### src/rtl/tick_logic_unit.sv
// Two-stage prescaler driving a run-time selectable WIDTH-bit logic operator.
// The result register loads only on second-stage ticks and flags each load with po_valid.
module tick_logic_unit #(
  parameter int unsigned WIDTH = 8,
  parameter int unsigned DIV1  = 4,
  parameter int unsigned DIV2  = 16
) (
  input  logic             clk,
  input  logic             rst_n,
  input  logic             pi_en,
  input  logic             pi_clr,
  input  logic [1:0]       pi_mode,
  input  logic [WIDTH-1:0] pi_a,
  input  logic [WIDTH-1:0] pi_b,
  output logic             po_tick,
  output logic [WIDTH-1:0] po_c,
  output logic             po_valid
);

  localparam int unsigned CNT1_W = $clog2(DIV1);
  localparam int unsigned CNT2_W = $clog2(DIV2);
  localparam logic [CNT1_W-1:0] CNT1_LAST = CNT1_W'(DIV1 - 1);
  localparam logic [CNT2_W-1:0] CNT2_LAST = CNT2_W'(DIV2 - 1);

  logic [CNT1_W-1:0] cnt1_q, cnt1_d;
  logic [CNT2_W-1:0] cnt2_q, cnt2_d;
  logic              flag1_q, flag1_d;
  logic              tick_q, tick_d;
  logic [WIDTH-1:0]  c_q, c_d;
  logic              valid_q, valid_d;
  logic [WIDTH-1:0]  op_res;

  // Operator selected by pi_mode, evaluated on the current operands.
  always_comb begin
    op_res = '0;
    case (pi_mode)
      2'd0:    op_res = pi_a & pi_b;
      2'd1:    op_res = pi_a | pi_b;
      2'd2:    op_res = pi_a ^ pi_b;
      default: op_res = ~(pi_a & pi_b);
    endcase
  end

  // Stage 1: count enabled clocks, pulse flag1 on the wrap. Clear beats enable and wrap.
  always_comb begin
    cnt1_d  = cnt1_q;
    flag1_d = 1'b0;
    if (pi_clr) begin
      cnt1_d = '0;
    end else if (pi_en) begin
      flag1_d = (cnt1_q == CNT1_LAST);
      cnt1_d  = flag1_d ? '0 : cnt1_q + CNT1_W'(1);
    end
  end

  // Stage 2: count flag1 pulses regardless of pi_en, so an in-flight flag still lands.
  always_comb begin
    cnt2_d = cnt2_q;
    tick_d = 1'b0;
    if (pi_clr) begin
      cnt2_d = '0;
    end else if (flag1_q) begin
      tick_d = (cnt2_q == CNT2_LAST);
      cnt2_d = tick_d ? '0 : cnt2_q + CNT2_W'(1);
    end
  end

  // Output stage: load the operator result on a tick; clear does not touch this stage.
  always_comb begin
    c_d     = c_q;
    valid_d = tick_q;
    if (tick_q) begin
      c_d = op_res;
    end
  end

  // State registers with asynchronous active-low reset.
  always_ff @(posedge clk or negedge rst_n) begin
    if (!rst_n) begin
      cnt1_q  <= '0;
      cnt2_q  <= '0;
      flag1_q <= 1'b0;
      tick_q  <= 1'b0;
      c_q     <= '0;
      valid_q <= 1'b0;
    end else begin
      cnt1_q  <= cnt1_d;
      cnt2_q  <= cnt2_d;
      flag1_q <= flag1_d;
      tick_q  <= tick_d;
      c_q     <= c_d;
      valid_q <= valid_d;
    end
  end

  assign po_tick  = tick_q;
  assign po_c     = c_q;
  assign po_valid = valid_q;

endmodule

### config.mk
export PLATFORM = sky130hd
export DESIGN_NAME = tick_logic_unit
export DESIGN_NICKNAME = d
export VERILOG_FILES = /design/src/rtl/tick_logic_unit.sv
export SDC_FILE = /design/constraint.sdc
export NUM_CORES = 1
export LEC_CHECK = 0
export CAP_MARGIN = 30
export CELL_PAD_IN_SITES_DETAIL_PLACEMENT = 1
export CELL_PAD_IN_SITES_GLOBAL_PLACEMENT = 2
export CORE_MARGIN = 3
export CORE_UTILIZATION = 25
export DETAILED_ROUTE_END_ITERATION = 8
export PLACE_DENSITY = 0.74
export SETUP_SLACK_MARGIN = 0.02
export SLEW_MARGIN = 20
export SYNTH_ARGS = -nofsm -noshare
export SYNTH_HDL_FRONTEND = slang
export SYNTH_SLANG_ARGS = --single-unit
### constraint.sdc
create_clock -name clk -period 1.07 [get_ports clk]
set_clock_uncertainty 0.1 [all_clocks]
set_input_delay 0.1605 -clock clk [delete_from_list [all_inputs] [get_ports clk]]
set_output_delay 0.1605 -clock clk [all_outputs]
set_load 0.005 [all_outputs]
== Word-level counts from Yosys, hierarchy flattened ==
Cells that the tools add are included.
W data, S select, Z words.
Storage, ports and cells
  register bits: 17
Cells by class
  add/sub/neg operators: 2
  eq/ne operators: 4
  mux-type cells: 11
  bitwise operators: 4
  reduce and logical (&&, ||, !) cells: 3
Operators by type and width (count)
  $pmux W8 S3: 1
  $mux W4: 3
  $and A8 B8 Y8: 1
  $not A8 Y8: 1
  $or A8 B8 Y8: 1
  $xor A8 B8 Y8: 1
  $mux W2: 3
  $add A4 B1 Y4 const B: 1
  $eq A2 B2 Y1 const B: 2
  $eq A4 B4 Y1 const B: 1
  $mux W1: 4
  $reduce_bool A2 Y1: 2
  $add A2 B1 Y2 const B: 1
  $eq A2 B1 Y1 const B: 1
  $logic_not A2 Y1: 1

== Logic depth before layout (Yosys ltp) ==
Gate-level depths: netlist (run 1).
  depth in word-level cells: 4
  gate-level depth with buffers: 5

== Worst setup path after synthesis (run 1) ==
OpenSTA, ideal clock, no wires.
  kind: register -> register
  start: reg tick_q, in the netlist po_tick
  end: reg c_q[7], in the netlist po_c[7]
  arrival time: 983 ps
  data required time: 844 ps
  slack: -139 ps
  stages on the path, launching flop included: 4
  clock period less this slack: 1209 ps
  cells stage by stage: dfrtp_1 > buf_2 > nor2b_1 > a221o_1
RTL lines
  from (decl): RTL line 28  | logic tick_q, tick_d;
  from (signal assigned): RTL line 90  | tick_q <= tick_d;
  to (signal assigned): RTL line 84  | c_q <= '0;
  to (signal assigned): RTL line 91  | c_q <= c_d;
  to (decl): RTL line 29  | logic [WIDTH-1:0] c_q, c_d;

==> results.txt, run 1 <==
- Maximum fanout along the worst path: 5
- Slowest CP cell: dfrtp_1
- Clock-pin slew was measured on the worst setup and hold paths at 0.07 ns.
- The share of synthesized area in the top cell type comes to 0.351.
- Antenna violations before repair: 0
- The number of nets handed over by synthesis was 175.
* Via/cell ratio: 4.80
- Half-perimeter wire length after placement: 2550 um
* Nature of the critical path startpoint: flip-flop
- Remaining design rule violation count: 0
* Worst VDD drop: 0.319 mV
- In this run the worst hold path is classified as in -> async.
- Maximum buffer depth of the clock tree: 2
- Critical Setup Path Class: reg -> reg
- Number of violations reported at the end of detailed-routing iteration 0: 24
- Summed over all layers, the global routing overflow is 0.
* Die outline width: 75.6 um
* Final setup fails: 10
- Inserted Diodes: 0
- For this run, the top clock speed supported by timing is 855 MHz.
* Power density over the cells: 848 nW/um^2
* Register-to-register setup slack: -0.1 ns
- Finished Cell Area: 1860 sq um
- Sorting the synthesized cells by area gives the leading types as dfrtp_1 35%, ha_1 19%, inv_1 7.4%, mux2i_1 6.6%, nand2_1 4.3%.
* Failing checks: negative setup slack
- CTS saw 17 sinks.
- Clock tree from TritonCTS: yes
- Slew headroom: 0.787
- Cell depth of the worst flop-to-flop path: 3
- In this run the count of I/O pins placed on the die edge is 32.
- Fill cells in the final layout number 533.
* Initial DRT Pass Iterations: 3
- Clock tree synthesis selected as its root buffer the cell clkbuf_8.
* Status: finished, violations left
- Number of enable-type register cells in the synthesized netlist: 0
* R2r endpoint: po_c[7]
* Max Slew Vio Count: 0
- Average detailed-routed wire length per instance: 14.7 um
- The die is 75.6 um tall.
- Counting distinct cell types in the post-synthesis netlist gives 24.
- The area growth from synthesis to layout is 53.7%.
- Average footprint of a synthesized cell: 8.98 sq um
* Initial standard-cell utilization of the core: 0.269
* Combined area of all synthesized cells: 1210 sq um
* Primary flip-flop cell chosen by synthesis mapping: dfrtp_1
- The later pin in the worst-skew pair is clocked with a latency of 0.26 ns.
- Worst path top cell family by delay: flip-flops
- Summed over all cells, the static leakage comes to 0.915 nW.
- Most frequent cells in the layout: 23 x inv_1, 18 x dlygate4sd2_1, 15 x ha_1, 15 x dfrtp_1, 14 x buf_4
* Unrepaired setup endpoints after global routing: yes
- Global routing usage summed across all routing layers: 0.135
- Data on the critical path arrives at its endpoint at 1.21 ns.
* Final cycle utilization of the critical path: 1.09
* Worst Max-Slew Pin Slew: 0.318 ns
- Aggregate routed wire length: 3490 um
* Final core area utilization: 0.414
* Number of levels in the clock H-tree: 1
- Synthesis produced a netlist whose cell count is 135.
- Flop and latch count out of synthesis: 17
- In this run the top signal layer used is met4.
* Total area of sequential cells: 428 sq um
- Of the synthesized area, sequential elements account for 0.351.
- Count of yosys warnings during synthesis: 0
- Vias: 1143
- After synthesis, the share of flip-flops with an asynchronous set or reset is 1.00.
- In the final layout, the share of cells above drive strength 1 is 0.301.
- The floorplan step defined a die boundary enclosing 5720 sq um.
- After detailed placement, the total cell area comes to 1690 sq um.
* Critical Path RT: 1.11 ns
- Area of the core: 4500 sq um
* PnR worst setup slack: -0.0997 ns
* Reported max-cap violation count: 0
- Number of cells on the critical path: 3
* Routability congestion estimate: 0.700
- Maximum number of pins on one net before global-route repair: 18
- Crit path cell chain: buf_6 -> nor2b_4 -> a221o_1
* Number of buffers added by the clock tree synthesis step: 3
* Number of port buffers: 31
* First-pass GRT wire length: 5780 um
- Number of global-route vias before repair: 1272
* Crit path capture type: flip-flop
- Wire segments on met3 add up to 136 um in the final route.
* Number of core rows: 24
- Once detail routing completed, the nets flagged for antenna violations numbered 0.
- After layout, the minimum clock period comes to 1.17 ns.
- Met2 Routed Length: 1940 um
- Count of buffer and inverter cells on the critical path: 1
* Area of the multi-input gates: 757 sq um
* Final Hold Violating Endpoints: 0
- The largest single stage delay on the critical path is 0.38 ns.
* Yosys top cell by area: dfrtp_1
- For this block, wires on met1 add up to 1370 um.
- Startpoint of the worst-slack reg-to-reg timing path: po_tick
- Layout net count: 227
- The library cell used most frequently in the layout, excluding fill and tap cells, is inv_1.
## final cells by class
class / count / area share
well taps: 52 / 0.0349
inverters: 24 / 0.0497
clock buffers: 3 / 0.0222
flip-flops and latches: 17 / 0.230
repair buffers: 53 / 0.253
clock inverters: 1 / 0.00403
multi-input cells: 88 / 0.406
## kinds of logic (layout without fill, tap and decap cells)
logic type,after synthesis,after routing,synth area share
adder cells (fa/ha/maj),18,18,0.186
flip-flops,17,17,0.351
XOR/XNOR,1,1,0.00723
multiplexers,8,8,0.0661
AO/OA/AOI/OAI,27,27,0.162
buffers and inverters,30,81,0.103
AND/OR/NAND/NOR,34,34,0.125
## repair_timing
item	CTS	global route
pin swaps	19	9
endpoints found under the setup margin	23	23
cloned	2	0
resized for setup	60	22
buffers inserted	4	4
hold buffers	0	0
## per-layer routing
layer | vias to the layer above | GRT usage
li1 | 553 | -
met4 | 0 | 0.0408
met1 | 561 | 0.151
met5 | - | 0
met3 | 7 | 0.0303
met2 | 22 | 0.254
## flip-flops by register name, summed over array words and instances (netlist names)
signal    cells
po_tick       1
po_valid      1
cnt1_q        2
flag1_q       1
po_c          8
cnt2_q        4
## synth_stat cells, types with 2 or more instances
cell type  number
buf_2           4
a21oi_1         6
o221ai_1        3
inv_1          24
o211ai_1        6
nor2_1         10
nand2b_1        3
o2111ai_1       3
a221o_1         2
nand2_1        14
dfrtp_1        17
mux2i_1         8
a22oi_1         3
a211oi_1        2
ha_1           18
nor2b_1         4
## worst max path at each step
stage	start	endpoint	slack, ns
floorplan	po_tick	po_c[7]	-0.08
global placement	pi_a[4]	po_c[4]	-0.51
detailed placement	pi_a[4]	po_c[4]	-0.57
CTS	cnt2_q[1]	cnt2_q[0]	-0.12
global route	cnt2_q[0]	cnt2_q[0]	-0.15
finish	po_tick	po_c[7]	-0.1
## worst register-to-register path, stage by stage, from the launching register on
cell	delay, ns
dfrtp_1	0.38
buf_6	0.14
nor2b_4	0.15
a221o_1	0.29
## report_power, final
part	internal (W)	total, W	switching [W]	leakage [nW]
clock	0.000263	0.000500	0.000238	0.0217
sequential	0.000676	0.000699	0.0000233	0.212
combinational	0.000207	0.000382	0.000175	0.682
## stage by stage
| stage | setup slack (ns) | setup TNS (ns) | hold slack, ns | std cells | power, W |
|---|---|---|---|---|---|
| after global placement | -0.514 | -4.05 | 0.403 | 225 | 0.00106 |
| after CTS | -0.123 | -0.934 | 0.131 | 234 | 0.00159 |
| after floorplan | -0.0844 | -0.220 | -0.235 | 135 | 0.000862 |
| final | -0.0997 | -0.578 | 0.138 | 238 | 0.00158 |
| after global routing | -0.153 | -1.23 | 0.135 | 238 | 0.00170 |
| after detailed placement | -0.570 | -4.90 | 0.409 | 225 | 0.00109 |
Power figures use the tool's default switching activity.
==> inputs of run 2 (changes only) <==
--- a/config.mk
+++ b/config.mk
@@ -11,6 +11,7 @@
 export CORE_MARGIN = 3
 export CORE_UTILIZATION = 25
 export DETAILED_ROUTE_END_ITERATION = 8
+export GPL_ROUTABILITY_DRIVEN = 0
 export PLACE_DENSITY = 0.74
 export SETUP_SLACK_MARGIN = 0.02
 export SLEW_MARGIN = 20
==> results of run 2 <==
The final DEF is identical to that of run 1; final timing and power are the same.
==> inputs of run 3 (changes only) <==
--- a/config.mk
+++ b/config.mk
@@ -5,7 +5,6 @@
 export SDC_FILE = /design/constraint.sdc
 export NUM_CORES = 1
 export LEC_CHECK = 0
-export CAP_MARGIN = 30
 export CELL_PAD_IN_SITES_DETAIL_PLACEMENT = 1
 export CELL_PAD_IN_SITES_GLOBAL_PLACEMENT = 2
 export CORE_MARGIN = 3
==> results of run 3 <==
The final DEF is identical to that of run 1; final timing and power are the same.
